==> src/rtl/atan2_fp.sv <==
// Floating-point atan2(y, x) using a vectoring CORDIC on aligned fixed-point mantissas.
// Optional magnitude output when ATAN2_MAGNITUDE_EN is defined.
module atan2_fp #(
    parameter int ITERS = 24
) (
    input  logic        clk,
    input  logic        n_rst,
    input  logic        start,
    input  logic [31:0] opy,
    input  logic [31:0] opx,
    output logic [31:0] angle_result,
    output logic [31:0] magnitude_result,
    output logic        busy,
    output logic        done
);

    // Handshake: start is sampled on the rising edge and accepted only while busy is low
    // (IDLE or DONE); busy then stays high until done rises, and done holds until the next accepted start.
    typedef enum logic [2:0] {IDLE, ALIGN, ITER, PACK, DONE} state_t;

    localparam logic signed [31:0] PI_2   = 32'sh3243F6A9;
    localparam logic [31:0]        F_NAN  = 32'h7FC00000;
    localparam logic [31:0]        F_PI   = 32'h40490FDB;
    localparam logic [31:0]        F_PI2  = 32'h3FC90FDB;
    localparam logic [31:0]        F_NPI2 = 32'hBFC90FDB;

    state_t             state, state_nx;
    logic [31:0]        cap_x, cap_y;
    logic signed [27:0] xr, yr;
    logic signed [31:0] zr;
    logic [4:0]         iter;
    logic               special, settle;
    logic [31:0]        spec_ang;

    logic [7:0]         ex, ey, d;
    logic [27:0]        mx, my, ax, ay;
    logic signed [27:0] sx, sy, x_al, y_al, xs, ys;
    logic signed [31:0] z_al;
    logic               x_zero, y_zero, any_inf, is_spec;
    logic [31:0]        sp_ang, atan_v, az, az_sh, ang_bits;
    logic [5:0]         pa;

    function automatic logic [31:0] atan_rom(input logic [4:0] i);
        case (i)
            5'd0:    atan_rom = 32'h1921FB54;
            5'd1:    atan_rom = 32'h0ED63383;
            5'd2:    atan_rom = 32'h07D6DD7E;
            5'd3:    atan_rom = 32'h03FAB753;
            5'd4:    atan_rom = 32'h01FF55BB;
            5'd5:    atan_rom = 32'h00FFEAAE;
            5'd6:    atan_rom = 32'h007FFD55;
            5'd7:    atan_rom = 32'h003FFFAB;
            5'd8:    atan_rom = 32'h001FFFF5;
            5'd9:    atan_rom = 32'h000FFFFF;
            // beyond i=9 the cubic term is below half an LSB, so atan(2^-i) rounds to 2^-i
            default: atan_rom = (i <= 5'd27) ? (32'd1 << (5'd29 - i)) : 32'd0;
        endcase
    endfunction

    function automatic logic [5:0] lead_one(input logic [63:0] v);
        lead_one = 6'd0;
        for (int b = 0; b < 64; b++) begin
            if (v[b]) lead_one = 6'(b);
        end
    endfunction

    always_comb begin
        ex = cap_x[30:23];
        ey = cap_y[30:23];
        mx = {3'b0, 1'b1, cap_x[22:0], 1'b0};
        my = {3'b0, 1'b1, cap_y[22:0], 1'b0};
        if (ex >= ey) begin
            d  = ex - ey;
            ax = mx;
            ay = (d >= 8'd26) ? 28'd0 : (my >> d);
        end else begin
            d  = ey - ex;
            ay = my;
            ax = (d >= 8'd26) ? 28'd0 : (mx >> d);
        end
        sx = cap_x[31] ? -$signed(ax) : $signed(ax);
        sy = cap_y[31] ? -$signed(ay) : $signed(ay);
        // rotate left-half-plane vectors by -/+90 degrees so CORDIC always starts with x >= 0
        if (!cap_x[31]) begin
            x_al = sx;  y_al = sy;  z_al = 32'sd0;
        end else if (!cap_y[31]) begin
            x_al = sy;  y_al = -sx; z_al = PI_2;
        end else begin
            x_al = -sy; y_al = sx;  z_al = -PI_2;
        end
        x_zero  = (ex == 8'd0);
        y_zero  = (ey == 8'd0);
        any_inf = (ex == 8'hFF) || (ey == 8'hFF);
        is_spec = any_inf || x_zero || y_zero;
        if (any_inf)     sp_ang = F_NAN;
        else if (y_zero) sp_ang = (x_zero || !cap_x[31]) ? 32'd0 : F_PI;
        else if (x_zero) sp_ang = cap_y[31] ? F_NPI2 : F_PI2;
        else             sp_ang = 32'd0;
    end

    always_comb begin
        atan_v   = atan_rom(iter);
        xs       = xr >>> iter;
        ys       = yr >>> iter;
        az       = zr[31] ? $unsigned(-zr) : $unsigned(zr);
        pa       = lead_one({32'd0, az});
        az_sh    = az << (6'd31 - pa);
        ang_bits = (az == 32'd0) ? 32'd0 : {zr[31], 8'(pa) + 8'd98, 23'(az_sh >> 8)};
    end

`ifdef ATAN2_MAGNITUDE_EN
    localparam logic [23:0] K_Q123 = 24'h4DBA77;
    logic [7:0]         emax, e_big;
    logic [31:0]        spec_mag, sp_mag, mag_bits;
    logic [50:0]        prod;
    logic [63:0]        mag_sh;
    logic [5:0]         pm;
    logic signed [10:0] me;

    always_comb begin
        e_big = (ex >= ey) ? ex : ey;
        if (any_inf)     sp_mag = F_NAN;
        else if (y_zero) sp_mag = x_zero ? 32'd0 : {1'b0, cap_x[30:0]};
        else             sp_mag = {1'b0, cap_y[30:0]};
        prod   = 51'(xr[26:0]) * 51'(K_Q123);
        pm     = lead_one({13'd0, prod});
        mag_sh = {13'd0, prod} << (6'd63 - pm);
        // x carries the larger mantissa at bit 24 and K is Q1.23, hence the fixed 47 offset
        me     = $signed({5'd0, pm}) + $signed({3'd0, emax}) - 11'sd47;
        if (prod == 51'd0 || me <= 11'sd0) mag_bits = 32'd0;
        else if (me >= 11'sd255)           mag_bits = 32'h7F800000;
        else                               mag_bits = {1'b0, me[7:0], 23'(mag_sh >> 40)};
    end

    always_ff @(posedge clk or negedge n_rst) begin
        if (!n_rst) begin
            emax             <= 8'd0;
            spec_mag         <= 32'd0;
            magnitude_result <= 32'd0;
        end else if (state == ALIGN) begin
            emax     <= e_big;
            spec_mag <= sp_mag;
        end else if (state == PACK && (!special || settle)) begin
            magnitude_result <= special ? spec_mag : mag_bits;
        end
    end
`else
    assign magnitude_result = 32'd0;
`endif

    always_ff @(posedge clk or negedge n_rst) begin
        if (!n_rst) state <= IDLE;
        else        state <= state_nx;
    end

    always_comb begin
        state_nx = state;
        case (state)
            IDLE, DONE: if (start) state_nx = ALIGN;
            ALIGN:      state_nx = is_spec ? PACK : ITER;
            ITER:       if (iter == 5'(ITERS - 1)) state_nx = PACK;
            // constant results spend one extra cycle here so their latency is a fixed three edges
            PACK:       if (!special || settle) state_nx = DONE;
            default:    state_nx = IDLE;
        endcase
    end

    always_ff @(posedge clk or negedge n_rst) begin
        if (!n_rst) begin
            cap_x        <= 32'd0;
            cap_y        <= 32'd0;
            xr           <= 28'sd0;
            yr           <= 28'sd0;
            zr           <= 32'sd0;
            iter         <= 5'd0;
            special      <= 1'b0;
            settle       <= 1'b0;
            spec_ang     <= 32'd0;
            angle_result <= 32'd0;
        end else begin
            case (state)
                IDLE, DONE: begin
                    if (start) begin
                        cap_x <= opx;
                        cap_y <= opy;
                    end
                end
                ALIGN: begin
                    xr       <= x_al;
                    yr       <= y_al;
                    zr       <= z_al;
                    iter     <= 5'd0;
                    special  <= is_spec;
                    settle   <= 1'b0;
                    spec_ang <= sp_ang;
                end
                ITER: begin
                    if (!yr[27]) begin
                        xr <= xr + ys;
                        yr <= yr - xs;
                        zr <= zr + $signed(atan_v);
                    end else begin
                        xr <= xr - ys;
                        yr <= yr + xs;
                        zr <= zr - $signed(atan_v);
                    end
                    iter <= iter + 5'd1;
                end
                PACK: begin
                    if (special && !settle) settle <= 1'b1;
                    else angle_result <= special ? spec_ang : ang_bits;
                end
                default: ;
            endcase
        end
    end

    assign busy = (state == ALIGN) || (state == ITER) || (state == PACK);
    assign done = (state == DONE);

endmodule

==> config.mk <==
export PLATFORM = sky130hd
export DESIGN_NAME = atan2_fp
export DESIGN_NICKNAME = d
export VERILOG_FILES = /design/src/rtl/atan2_fp.sv
export SDC_FILE = /design/constraint.sdc
export NUM_CORES = 1
export LEC_CHECK = 0
export CORE_UTILIZATION = 35
export DETAILED_ROUTE_END_ITERATION = 7
export DONT_BUFFER_PORTS = 1
export GPL_TIMING_DRIVEN = 0
export PLACE_DENSITY = 0.58
export REMOVE_ABC_BUFFERS = 1
export SLEW_MARGIN = 10
export SYNTH_ARGS = -nofsm -noshare
export SYNTH_HDL_FRONTEND = slang
export SYNTH_SLANG_ARGS = --single-unit
==> constraint.sdc <==
create_clock -name clk -period 17.2 [get_ports clk]
set_clock_uncertainty 0.1 [all_clocks]
set_input_delay 3.44 -clock clk [delete_from_list [all_inputs] [get_ports clk]]
set_output_delay 3.44 -clock clk [all_outputs]
set_load 0.01 [all_outputs]
==> impl_metrics.csv <==
group,metric,value,unit
die,die_x,285.3,microns
placement,dp_hpwl,72510,microns
placement,dpl-instance-area,28840,sq um
grt,grt_usage,23.06,%
clocking,cts_hold_buf,0,
clocking,cts_tree,"done",
drt,drc,0,
die,ioPinCount,133,
placement,port-buffer-count,0,
logic_synthesis,ys_ff_latch,199,
drt,drt_wl_total,95950,microns
worst_setup_path,critPathRequiredTime,17.50,ns
placement,place_ws,8.901,ns
timing,tightest_slew,1.379,ns
clocking,clk_pin_slew,0.10,ns
clocking,cts.repair.resized,0,
layout,drive_gt1_share,9.776,%
grt,grt_pass1_vias,25590,
clocking,cts.sinks,199,
placement,dpl.cell_count,4414,
worst_setup_path,end_kind,"flip-flop",
clocking,insertion_delay,0.53,ns
drt,via_per_inst,6.111,
logic_synthesis,yosysUniqueCellTypes,116,
logic_synthesis,yosys_warnings,0,
timing,hold_viol,0,
clocking,clockBufferDepth,2,
hold_path,hp-start,"settle",
layout,antenna_cells,0,
die,start_util,35.49,%
logic_synthesis,synthArstFlopShare,100.0,%
grt,overflow,0,
worst_setup_path,cp-endpoint,"zr[30]",
timing,setup_viol,0,
logic_synthesis,synth-edff-count,0,
clocking,htree_levels,4,
logic_synthesis,synthesis.area,28090,sq um
clocking,cts_setup_buffers,0,
grt,antenna_found_initial,0,
worst_setup_path,reg2reg_from,"iter[1]",
timing,rsz0062_at_grt,"false",
drt,vias,27170,
timing,fmax,0.1161,GHz
layout,fin_cells,4446,
flow_run,max-cap-violations,0,
drt,drtAntennaViolNets,0,
drt,first_pass_iters,6,
drt,first_iter_violations,2448,
timing,fin_crit_sh,50.09,%
timing,fin_tns_setup,0,ns
placement,gp_congestion,0.9377,
worst_setup_path,critPathArrivalTime,8.91,ns
worst_setup_path,cp-startpoint,"iter[1]",
logic_synthesis,synth.avg_cell_area,7.843,sq um
die,core_area,79130,sq um
worst_setup_path,r2r-end,"zr[30]",
worst_setup_path,reg2regPathDepth,27,
outcome,status,"finished, final reports clean",
die,fp.dieH,285.3,microns
grt,grt_max_degree,200,
logic_synthesis,seq_area_frac_synth,17.73,%
layout,area_delta_synth_final,4.981,%
timing,min_period,8.616,ns
hold_path,min_path_type,"reg2reg",
logic_synthesis,netlist_instances,3581,
timing,fin_ws,8.584,ns
die,rows,103,
worst_setup_path,crit_type,"reg2reg",
grt,grt_pass1_wl,149500,microns
layout,nets,3571,
timing,maxSlewHeadroom,7.109,%
worst_setup_path,r2r_setup_slack,8.58,ns
drt,avgRoutedWirePerCell,21.58,microns
worst_setup_path,cp-start-kind,"flip-flop",
worst_setup_path,cp_max_fo,68,
logic_synthesis,synth-main-ff-cell,"dfrtp_1",
die,die-area,81380,sq um
clocking,cts_buffers,17,
clocking,clock-root-buffer,"clkbuf_16",
timing,slew_violations,0,
layout,design_area,29480,sq um
-- cell usage after synthesis, types with 12 or more instances --
| library cell | count | area share [%] |
|---|---|---|
| ha_1 | 116 | 5.2 |
| nand3b_1 | 12 | 0.32 |
| o22ai_1 | 32 | 0.71 |
| xor2_1 | 105 | 3.3 |
| buf_2 | 32 | 0.57 |
| o31ai_1 | 44 | 1.2 |
| o21a_1 | 47 | 1.3 |
| a21boi_0 | 15 | 0.40 |
| buf_4 | 47 | 1.3 |
| buf_1 | 32 | 0.43 |
| or4_1 | 13 | 0.35 |
| mux4_2 | 70 | 5.6 |
| or2_2 | 20 | 0.45 |
| o31a_1 | 12 | 0.37 |
| nand4_1 | 30 | 0.67 |
| nand2b_1 | 42 | 0.94 |
| nor3b_1 | 17 | 0.45 |
| or3_1 | 24 | 0.53 |
| a22o_1 | 17 | 0.53 |
| dfrtp_1 | 199 | 18 |
| a22oi_1 | 26 | 0.69 |
| nor2_1 | 317 | 4.2 |
| o21ai_1 | 19 | 0.34 |
| nor4_1 | 28 | 0.62 |
| a21o_1 | 32 | 0.86 |
| o211ai_1 | 37 | 0.99 |
| and3_1 | 25 | 0.56 |
| nor3_1 | 78 | 1.4 |
| a211oi_1 | 63 | 1.7 |
| o21ai_0 | 248 | 4.4 |
| nand3_1 | 74 | 1.3 |
| and2_1 | 32 | 0.71 |
| o41ai_1 | 23 | 0.72 |
| nor2b_1 | 27 | 0.60 |
| nand2_1 | 363 | 4.9 |
| mux2_2 | 97 | 3.9 |
| clkbuf_1 | 154 | 2.1 |
| xnor2_1 | 155 | 4.8 |
| a31oi_1 | 49 | 1.1 |
| mux2i_1 | 177 | 6.3 |
| a21oi_1 | 288 | 5.1 |
| a221oi_1 | 16 | 0.50 |
| o22a_1 | 12 | 0.37 |
| inv_1 | 85 | 1.1 |
| a41oi_1 | 13 | 0.41 |
-- cell families (layout without fill, tap and decap cells) --
logic type	Yosys count	after routing	synth area share (%)
and+or+nand+nor	1145	1145	19.54
AOI/OAI and AO/OA	1138	1138	26.85
buffers and inverters	362	146	5.800
muxes	348	348	16.02
xor gates and xnor gates	267	267	8.513
DFF	199	199	17.73
adders and majority gates	121	121	5.524
other	1	32	0.01335
-- critical path, cell delays in order, from the launching register on --
cell      delay, ns
dfrtp_4        0.98
inv_1          0.34
ha_1           0.58
nor2_1         0.30
o21ai_0        0.17
a21oi_1        0.55
nand3b_1       0.36
a22o_1         0.30
a21oi_1        0.38
ha_1           0.31
nor2_1         0.08
xnor2_1        0.31
ha_1           0.33
a21o_1         0.20
a21oi_1        0.23
o21bai_1       0.10
a21oi_1        0.24
o21bai_1       0.12
a41o_1         0.29
o311a_1        0.34
o211ai_1       0.19
nand2_1        0.17
a21oi_1        0.31
a21boi_0       0.23
or4_1          0.45
a31oi_1        0.26
xor2_1         0.17
a21oi_1        0.08
-- how the worst min path moves through the flow --
stage | to | slack (ns) | cells past startpoint
final | settle | 0.42 | 2
after global routing | spec_ang[31] | 0.46 | 2
after CTS | settle | 0.42 | 2
after detailed placement | settle | 0.40 | 2
after global placement | settle | 0.40 | 2
after floorplan | spec_ang[31] | 0.34 | 2
-- placed cells by master (no fill, tap or decap), drive strengths merged, types with 93 or more instances in the layout --
cell type | netlist | final
xnor2 | 159 | 159
a21oi | 291 | 291
ha | 116 | 116
dfrtp | 199 | 199
mux2i | 177 | 177
nor2 | 317 | 317
mux2 | 100 | 100
o21ai | 268 | 268
inv | 86 | 93
nand2 | 364 | 364
xor2 | 108 | 108
-- layer usage --
metal	vias up	part of all wire, %	GRT usage (%)
met5	-	0	0
met4	0	3.2	8.369
met3	133	6.1	3.376
met2	931	47	37.79
met1	13190	44	30.64
li1	12910	-	-
-- registers in the layout, summed over array words and instances (netlist names) --
register and cells:
zr 32, settle 1, state 3, yr 28, special 1, cap_x 32, angle_result 32, spec_ang 5
cap_y 32, iter 5, xr 28
-- final cells by class --
cell class,instances,area (sq um)
Tap cell,1050,1314
Timing Repair Buffer,24,476.7
Fill cell,8368,49640
Clock buffer,18,429.2
Clock inverter,14,198.9
Sequential cell,199,5004
Multi-Input combinational cell,3051,21720
Inverter,90,339.1
-- through the flow --
step	util, %	hold slack, ns
final	37.26	0.4203
after global routing	37.26	0.4629
after CTS	37.24	0.4232
after detailed placement	36.45	0.4027
after global placement	35.67	0.3991
after floorplan	-	0.3390
Power is not shown: default switching activity piles up to over one toggle a cycle in this logic, so the estimate is an artifact.
